$ cat src/rtl/mem_port_arbiter_pkg.sv
// Shared types and widths for the two-requester memory port arbiter.
package mem_port_arbiter_pkg;

  localparam int unsigned NUM_MEM_REQUESTERS = 2;
  localparam int unsigned REQ_ID_W           = 1;
  localparam int unsigned ADDR_W             = 32;
  localparam int unsigned DATA_W             = 32;

  typedef enum logic [1:0] {
    ARB   = 2'd0,
    LOCK0 = 2'd1,
    LOCK1 = 2'd2
  } arb_state_t;

  // One read-return tracker entry: is a read in this slot, and who issued it.
  typedef struct packed {
    logic                valid;
    logic [REQ_ID_W-1:0] id;
  } rd_tag_t;

  function automatic logic [NUM_MEM_REQUESTERS-1:0] id_to_onehot(input logic [REQ_ID_W-1:0] id);
    return NUM_MEM_REQUESTERS'(1) << id;
  endfunction

endpackage

$ cat src/rtl/mem_port_arbiter_rd_return_tracker.sv
// {valid, id} delay line that steers rvalid back to the requester that issued each read.
module rd_return_tracker
  import mem_port_arbiter_pkg::*;
#(
  parameter int unsigned DEPTH = 1
) (
  input  logic                          clk,
  input  logic                          rst_n,
  input  logic                          push_valid_in,
  input  logic [REQ_ID_W-1:0]           push_id_in,
  output logic [NUM_MEM_REQUESTERS-1:0] rvalid_out
);

  rd_tag_t [DEPTH-1:0] stage_q;
  rd_tag_t [DEPTH-1:0] stage_d;

  // Shift a new tag in at stage 0; older tags move one slot toward the output.
  always_comb begin
    stage_d          = '0;
    stage_d[0].valid = push_valid_in;
    stage_d[0].id    = push_id_in;
    for (int unsigned i = 1; i < DEPTH; i++) begin
      stage_d[i] = stage_q[i-1];
    end
  end

  // Tracker storage; reset discards every in-flight read.
  always_ff @(posedge clk or negedge rst_n) begin
    if (!rst_n) begin
      stage_q <= '0;
    end else begin
      stage_q <= stage_d;
    end
  end

  // Decode the oldest slot straight from flops into a per-requester valid.
  always_comb begin
    rvalid_out = '0;
    if (stage_q[DEPTH-1].valid) begin
      rvalid_out = id_to_onehot(stage_q[DEPTH-1].id);
    end
  end

endmodule

$ cat src/rtl/mem_port_arbiter.sv
// Round-robin arbiter with bus lock sharing the memory_system data port between
// the CPU LSU (requester 0) and the debug/program loader (requester 1).
module mem_port_arbiter
  import mem_port_arbiter_pkg::*;
#(
  parameter int unsigned READ_LATENCY    = 1,
  parameter int unsigned MAX_LOCK_CYCLES = 16
) (
  input  logic                                      clk_in,
  input  logic                                      rst_low_in,
  input  logic [NUM_MEM_REQUESTERS-1:0]             req_in,
  input  logic [NUM_MEM_REQUESTERS-1:0]             lock_in,
  input  logic [NUM_MEM_REQUESTERS-1:0]             we_in,
  input  logic [NUM_MEM_REQUESTERS-1:0][ADDR_W-1:0] addr_in,
  input  logic [NUM_MEM_REQUESTERS-1:0][DATA_W-1:0] wr_data_in,
  output logic [NUM_MEM_REQUESTERS-1:0]             gnt_out,
  output logic [NUM_MEM_REQUESTERS-1:0]             rvalid_out,
  output logic [DATA_W-1:0]                         rd_data_out,
  output logic [ADDR_W-1:0]                         mem_addr_out,
  output logic [DATA_W-1:0]                         mem_wr_data_out,
  output logic                                      mem_we_out,
  input  logic [DATA_W-1:0]                         mem_rd_data_in
);

  localparam int unsigned LOCK_CNT_W = $clog2(MAX_LOCK_CYCLES + 1);

  arb_state_t            state_q, state_d;
  logic [REQ_ID_W-1:0]   last_gnt_q, last_gnt_d;
  logic [LOCK_CNT_W-1:0] lock_cnt_q, lock_cnt_d;

  logic                  gnt_any;
  logic [REQ_ID_W-1:0]   gnt_id;
  logic [REQ_ID_W-1:0]   lock_id;

  assign gnt_any = |gnt_out;
  assign gnt_id  = gnt_out[1];
  assign lock_id = (state_q == LOCK1);

  // Grant: lock owner only while locked, else non-last_gnt wins a conflict; nothing during reset.
  always_comb begin
    gnt_out = '0;
    if (rst_low_in) begin
      case (state_q)
        LOCK0:   gnt_out[0] = req_in[0];
        LOCK1:   gnt_out[1] = req_in[1];
        default: begin
          if (req_in == 2'b11) begin
            gnt_out = id_to_onehot(~last_gnt_q);
          end else begin
            gnt_out = req_in;
          end
        end
      endcase
    end
  end

  // Memory port mux follows the grant; idle port drives zeros.
  always_comb begin
    mem_addr_out    = '0;
    mem_wr_data_out = '0;
    mem_we_out      = 1'b0;
    if (gnt_any) begin
      mem_addr_out    = addr_in[gnt_id];
      mem_wr_data_out = wr_data_in[gnt_id];
      mem_we_out      = we_in[gnt_id];
    end
  end

  // Next state: lock entry/exit, lock timeout and round-robin history.
  always_comb begin
    state_d    = state_q;
    last_gnt_d = last_gnt_q;
    lock_cnt_d = '0;
    if (gnt_any) begin
      last_gnt_d = gnt_id;
    end
    case (state_q)
      LOCK0, LOCK1: begin
        if (lock_cnt_q == LOCK_CNT_W'(MAX_LOCK_CYCLES - 1)) begin
          // Forced release; owner counts as last so the other side wins next.
          state_d    = ARB;
          last_gnt_d = lock_id;
        end else if (!lock_in[lock_id]) begin
          // Either the final locked transfer or an idle release.
          state_d = ARB;
        end else begin
          lock_cnt_d = lock_cnt_q + LOCK_CNT_W'(1);
        end
      end
      default: begin
        if (gnt_any && lock_in[gnt_id]) begin
          state_d = gnt_id ? LOCK1 : LOCK0;
        end
      end
    endcase
  end

  // Arbiter state registers; requester 0 wins the first conflict after reset.
  always_ff @(posedge clk_in or negedge rst_low_in) begin
    if (!rst_low_in) begin
      state_q    <= ARB;
      last_gnt_q <= REQ_ID_W'(1);
      lock_cnt_q <= '0;
    end else begin
      state_q    <= state_d;
      last_gnt_q <= last_gnt_d;
      lock_cnt_q <= lock_cnt_d;
    end
  end

  rd_return_tracker #(
    .DEPTH (READ_LATENCY)
  ) u_rd_return_tracker (
    .clk           (clk_in),
    .rst_n         (rst_low_in),
    .push_valid_in (gnt_any & ~mem_we_out),
    .push_id_in    (gnt_id),
    .rvalid_out    (rvalid_out)
  );

  // Read data needs no extra stage: the tracker is aligned to the memory latency.
  assign rd_data_out = mem_rd_data_in;

endmodule

$ cat config.mk
export PLATFORM = sky130hd
export DESIGN_NAME = mem_port_arbiter
export DESIGN_NICKNAME = d
export VERILOG_FILES = /design/src/rtl/mem_port_arbiter_pkg.sv /design/src/rtl/mem_port_arbiter_rd_return_tracker.sv /design/src/rtl/mem_port_arbiter.sv
export SDC_FILE = /design/constraint.sdc
export NUM_CORES = 1
export LEC_CHECK = 0
export ABC_AREA = 1
export BUFFER_PORTS_ARGS = -buffer_cell sky130_fd_sc_hd__buf_4
export CAP_MARGIN = 30
export CORE_AREA = 2 2 104 106
export DETAILED_ROUTE_END_ITERATION = 8
export DIE_AREA = 0 0 106 108
export GPL_ROUTABILITY_DRIVEN = 0
export GPL_TIMING_DRIVEN = 0
export PLACE_DENSITY = 0.56
export SYNTH_ARGS = -nofsm -noshare
export SYNTH_HDL_FRONTEND = slang
export SYNTH_SLANG_ARGS = --single-unit
export TNS_END_PERCENT = 50
$ cat constraint.sdc
create_clock -name clk_in -period 1.8 [get_ports clk_in]
set_input_delay 0.09 -clock clk_in [delete_from_list [all_inputs] [get_ports clk_in]]
set_output_delay 0.09 -clock clk_in [all_outputs]
set_load 0.1 [all_outputs]
After elaboration in Yosys (flattened, before gate mapping)

Cells that the tools add are included.

$add $sub $neg: 1
Multiply operators: 0
Divide/modulo/power cells: 0
$lt $le $gt $ge: 2
Eq/ne operators: 5
Shift operators: 2
Muxes and demuxes: 29
Bitwise logic cells: 3
Reductions and logical operators: 5

Operator list:

| operator                                                   | count |
|---|---|
| 2-to-1 mux 32 bit                                          | 6 |
| 2-to-1 mux 2 bit                                           | 8 |
| 2-to-1 mux 5 bit                                           | 3 |
| 2-to-1 mux 1 bit                                           | 10 |
| adder 5 x 1 -> 5 bit, second input constant                | 1 |
| equality test 5 x 4 -> 1 bit, second input constant        | 1 |
| equality test 2 bit, second input constant                 | 2 |
| less-than comparator 1 x 2 -> 1 bit, second input constant | 2 |
| case mux 1 bit (2 select lines)                            | 2 |
| OR reduction 2 bit                                         | 2 |
| << shifter 1 x 1 -> 2 bit, first input constant            | 2 |
| != test 3 bit, second input constant                       | 1 |
| equality test 2 x 1 -> 1 bit, second input constant        | 1 |
| inverter 1 bit                                             | 2 |
| AND reduction 2 bit                                        | 1 |
| nonzero test 2 bit                                         | 1 |
| AND 1 bit                                                  | 1 |
| logical AND 1 bit                                          | 1 |

Register bits: 10
Bits in latches: 0
Bits in writable memories: 0
Bits in read-only memories: 0
Input port bits: 168
Logic and storage cells: 52
Memories kept: 0

Logic depth before layout (Yosys ltp)

Depth after elaboration: 10
Depth in mapped cells: 10
Depth with buffers taken out: 10

Modules after synthesis

From an unflattened synthesis, not the netlist that was laid out.

Cell total of the unflattened synthesis: 325
Area total of the unflattened synthesis: 1778.0 um^2

Modules (own cells, without submodules):

| module            | instances | cells an instance | area each (um^2) | seq. area each (um^2) |
|---|---|---|---|---|
| mem_port_arbiter  | 1         | 319               | 1710.4           | 201.4 |
| rd_return_tracker | 1         | 6                 | 67.6             | 50.0 |

Worst setup path before layout

Ideal clock, no wire load.

Path kind: register to output
From: reg state_q[0]
To: out mem_we_out
Data arrival time: 2807 ps
Required time: 1710 ps
Setup slack: -1097 ps
Stages on the path, launching flop included: 8
Path buffers: 2
Path through: dfrtp_1 > inv_1 > ha_1 > nand3_1 > nand3_4 > buf_4 > buf_6 > a21oi_1

Word-level cells in the longest chain between the ends: 6
Elaborated cells between the ends (all ways): 9
Those cells by class: 2 x eq/ne; 6 x mux; 1 x reduce/logical

Ends and longest elaborated chain:

| element                                                                    | line                    | RTL |
|---|---|---|
| start: declaration                                                         | mem_port_arbiter.sv:27  | `arb_state_t state_q, state_d;` |
| start signal: assignment                                                   | mem_port_arbiter.sv:105 | `state_q <= state_d;` |
| equality test 2 bit / equality test 2 x 1 -> 1 bit (equally long branches) | mem_port_arbiter.sv:43  | `case (state_q)` |
| case mux 1 bit (2 select lines)                                            | mem_port_arbiter.sv:43  |  |
| 2-to-1 mux 2 bit *                                                         | mem_port_arbiter.sv:42  | `if (rst_low_in) begin` |
| 2-to-1 mux 1 bit (not written as such) (2 in a row)                        | mem_port_arbiter.sv:65  | `mem_we_out = we_in[gnt_id];` |
| 2-to-1 mux 1 bit *                                                         | mem_port_arbiter.sv:62  | `if (gnt_any) begin` |
| end: declaration                                                           | mem_port_arbiter.sv:21  | `output logic mem_we_out,` |

Mark *: on every way between the ends. The rest lies on a longest branch, timed or not. The select of a mux whose other input is x is not followed.

Worst setup path in the final report

From: reg state_q[0]
To: out mem_wr_data_out[29]

Word-level cells in the longest chain between the ends: 6
Elaborated cells between the ends (all ways): 9
Those cells by class: 2 x eq/ne; 6 x mux; 1 x reduce/logical

Ends and longest elaborated chain:

| element                                                                    | line                   | RTL |
|---|---|---|
| equality test 2 bit / equality test 2 x 1 -> 1 bit (equally long branches) | mem_port_arbiter.sv:43 |  |
| case mux 1 bit (2 select lines)                                            | mem_port_arbiter.sv:43 |  |
| 2-to-1 mux 2 bit *                                                         | mem_port_arbiter.sv:42 |  |
| 2-to-1 mux 32 bit (not written as such) (2 in a row)                       | mem_port_arbiter.sv:64 | `mem_wr_data_out = wr_data_in[gnt_id];` |
| 2-to-1 mux 32 bit *                                                        | mem_port_arbiter.sv:62 |  |
| end: declaration                                                           | mem_port_arbiter.sv:20 | `output logic [DATA_W-1:0] mem_wr_data_out,` |

Marked as above.

==> flow_metrics.env <==
export IMPL_syn_area_um2=1780
export IMPL_dieWidth_um=106
export IMPL_ys_types=24
export IMPL_min_period_over_period=1.15
export IMPL_rsz0062_at_grt="true"
export IMPL_setup_viol=67
export IMPL_cp_end_kind="primary output"
export IMPL_area_growth_pct=213
export IMPL_cp_data_arrival_time_ns=1.98
export IMPL_routed_via_count=3057
export IMPL_seq_area_um2=251
export IMPL_crit_required_ns=1.71
export IMPL_n_fill_cell=906
export IMPL_drt_wirelength_per_cell_um=14.2
export IMPL_antennaDiodeCount=0
export IMPL_portBuffers=236
export IMPL_place_ws_ns=-0.310
export IMPL_grt_pass1_vias=3215
export IMPL_final_setup_tns_ns=-15.70
export IMPL_path_max_fanout=10
export IMPL_drt_initial_drc_count=84
export IMPL_fin_skew_ns=0.000534
export IMPL_cellLeakagePower_nw=2.72
export IMPL_clk_latency_ns=0.23
export IMPL_dp_hpwl_um=7340
export IMPL_hold_viol=0
export IMPL_outcome="complete, but fails checks"
export IMPL_worstSetupPathType="reg -> out"
export IMPL_max_freq_mhz=483
export IMPL_drt_first_pass_iters=4
export IMPL_fin_ws_ns=-0.270
export IMPL_tightest_slew_ns=0.477
export IMPL_avgSynthCellArea_um2=5.55
export IMPL_ys_seq_elements=10
export IMPL_ant_nets=0
export IMPL_layout_drive_gt1_share=0.737
export IMPL_start_util=0.174
export IMPL_ioPinCount=269
export IMPL_grt_use_total=0.163
export IMPL_routed_wirelength_um=10100
export IMPL_rows=37
export IMPL_htreeDepth=1
export IMPL_fin_crit_ns=2.07
export IMPL_cp_start_kind="flop"
export IMPL_cts_sinks=10
export IMPL_numCtsBuffers=3
export IMPL_antenna_found_initial=0
export IMPL_core_area_um2=10200
export IMPL_p_per_area_nw_per_um2=1480
export IMPL_slew_viol_final=0
export IMPL_grt_pass1_wl_um=15300
export IMPL_maxCapViolCount=0
export IMPL_grt_max_degree=12
export IMPL_yosys_warnings=0
export IMPL_overflow=0
export IMPL_drcViolationCount=0
export IMPL_die_y_um=108
export IMPL_vias_per_cell=4.28
export IMPL_min_path_type="in -> reg"
export IMPL_violations="setup timing"
export IMPL_syn_inst=321
export IMPL_num_nets_final=752
export IMPL_clock_path_buffers=2
export IMPL_clk_pin_slew_ns=0.05
export IMPL_synth_nets=493
export IMPL_cts_root_buf="clkbuf_8"
export IMPL_ff2ff_setup_slack_ns=0.12
export IMPL_ir_worst_vdd_v=0.000787
export IMPL_die_area_um2=11400
export IMPL_cts_tree="done"
export IMPL_multi_input_area_um2=1650
export IMPL_seq_area_frac_synth=0.141
export IMPL_relSlewSlack=0.681
path summary, 6_finish.rpt:
check,start,depth (start not counted),endpoint
max,state_q[0],12,mem_wr_data_out[29]
min,we_in[0],3,u_rd_return_tracker.stage_q[1]
max reg2reg,state_q[0],12,state_q[1]
max in group asynchronous,rst_low_in,2,last_gnt_q
min reg2reg,lock_cnt_q[0],1,lock_cnt_q[0]
min in group asynchronous,rst_low_in,2,lock_cnt_q[0]
where the power goes:
group	switching, mW	internal (mW)
Clock	0.0841	0.155
Sequential	0.0409	0.290
Combinational	4.86	2.80
cells in the mapped netlist:
master,count,area (um^2)
nand2_2,1,6.26
a22oi_1,1,7.51
nand2_1,140,526
dfrtp_1,9,225
nor3_1,1,5.00
buf_4,46,345
inv_1,12,45.0
nand3_1,68,340
o21ai_0,2,10.0
a21oi_1,4,20.0
ha_1,4,50.1
or2_0,1,6.26
and3_1,1,6.26
clkbuf_1,3,11.3
nand3_4,1,17.5
nor2_1,15,56.3
inv_2,2,7.51
nand3b_1,1,7.51
xnor2_1,1,8.76
buf_2,3,15.0
and2_1,1,6.26
xor2_1,1,8.76
dfstp_2,1,26.3
buf_6,2,22.5
what timing repair did:
item,CTS,global route
setup endpoints to repair,67,70
pin swaps,10,4
gates resized for setup,266,35
setup buffers,13,1
gates cloned,3,0
hold buffers,1,0
hold endpoints to repair,10,0
per-stage QoR:
step / instance area (um^2) / util / power (mW) / cells / hold slack [ns]
2_1_floorplan: 2130 / - / 4.93 / 321 / -0.206
3_3_place_gp: 4070 / 0.398 / 6.06 / 693 / -0.0664
3_5_place_dp: 4070 / 0.398 / 6.09 / 693 / -0.0619
4_1_cts: 5390 / 0.527 / 8.09 / 714 / 0.300
5_1_grt: 5570 / 0.544 / 8.55 / 715 / 0.373
6_report: 5570 / 0.544 / 8.23 / 715 / 0.298
layer usage:
metal  track usage  up-vias  wire length (um)
met4        0.0226        0                89
met5             0        -                 0
met3        0.0356        9               845
met1         0.177     1381              3600
li1              -     1501                 -
met2         0.326      166              5590
layout by cell type, fill, tap and decap left out, drive strengths merged:
| master | n |
|---|---|
| inv | 14 |
| dfstp | 1 |
| ha | 4 |
| nor2 | 15 |
| nand3 | 69 |
| a21oi | 4 |
| buf | 303 |
| dfrtp | 9 |
| xnor2 | 1 |
| nor3 | 1 |
| xor2 | 1 |
| nand2 | 141 |
| and2 | 1 |
| or2 | 1 |
| nand3b | 1 |
| bufbuf | 1 |
| a22oi | 1 |
| clkbuf | 7 |
| o21ai | 2 |
| and3 | 1 |
| dlygate4sd3 | 1 |
critical path, stage by stage, from the launching register on:
cell	delay, ns
dfrtp_1	0.38
buf_4	0.13
buf_4	0.12
ha_1	0.18
nor2_1	0.08
nor2_1	0.06
nand2_2	0.09
inv_4	0.06
buf_12	0.14
buf_8	0.14
nand3_1	0.09
nand2_2	0.07
buf_12	0.17
cells by family (layout without fill, tap and decap cells):
kind of cell             Yosys count  in the layout  synth area share
buffers and inverters             68            326             0.251
adder cells (fa/ha/maj)            4              4            0.0281
AO/OA/AOI/OAI                      7              7            0.0211
AND/OR/NAND/NOR                  230            230             0.549
flip-flops                        10             10             0.141
XOR/XNOR                           2              2           0.00984
state kept, by name, summed over array words and instances (netlist names):
| register | count |
|---|---|
| state_q | 2 |
| last_gnt_q | 1 |
| lock_cnt_q | 5 |
| u_rd_return_tracker.stage_q | 2 |
cell type report:
type	count	area share
repair buffers	254	0.507
multi-input cells	243	0.296
plain buffers	54	0.102
flip-flops and latches	10	0.0452
well taps	136	0.0306
inverters	14	0.0112
clock buffers	4	0.00809
Power figures use the tool's default switching activity.
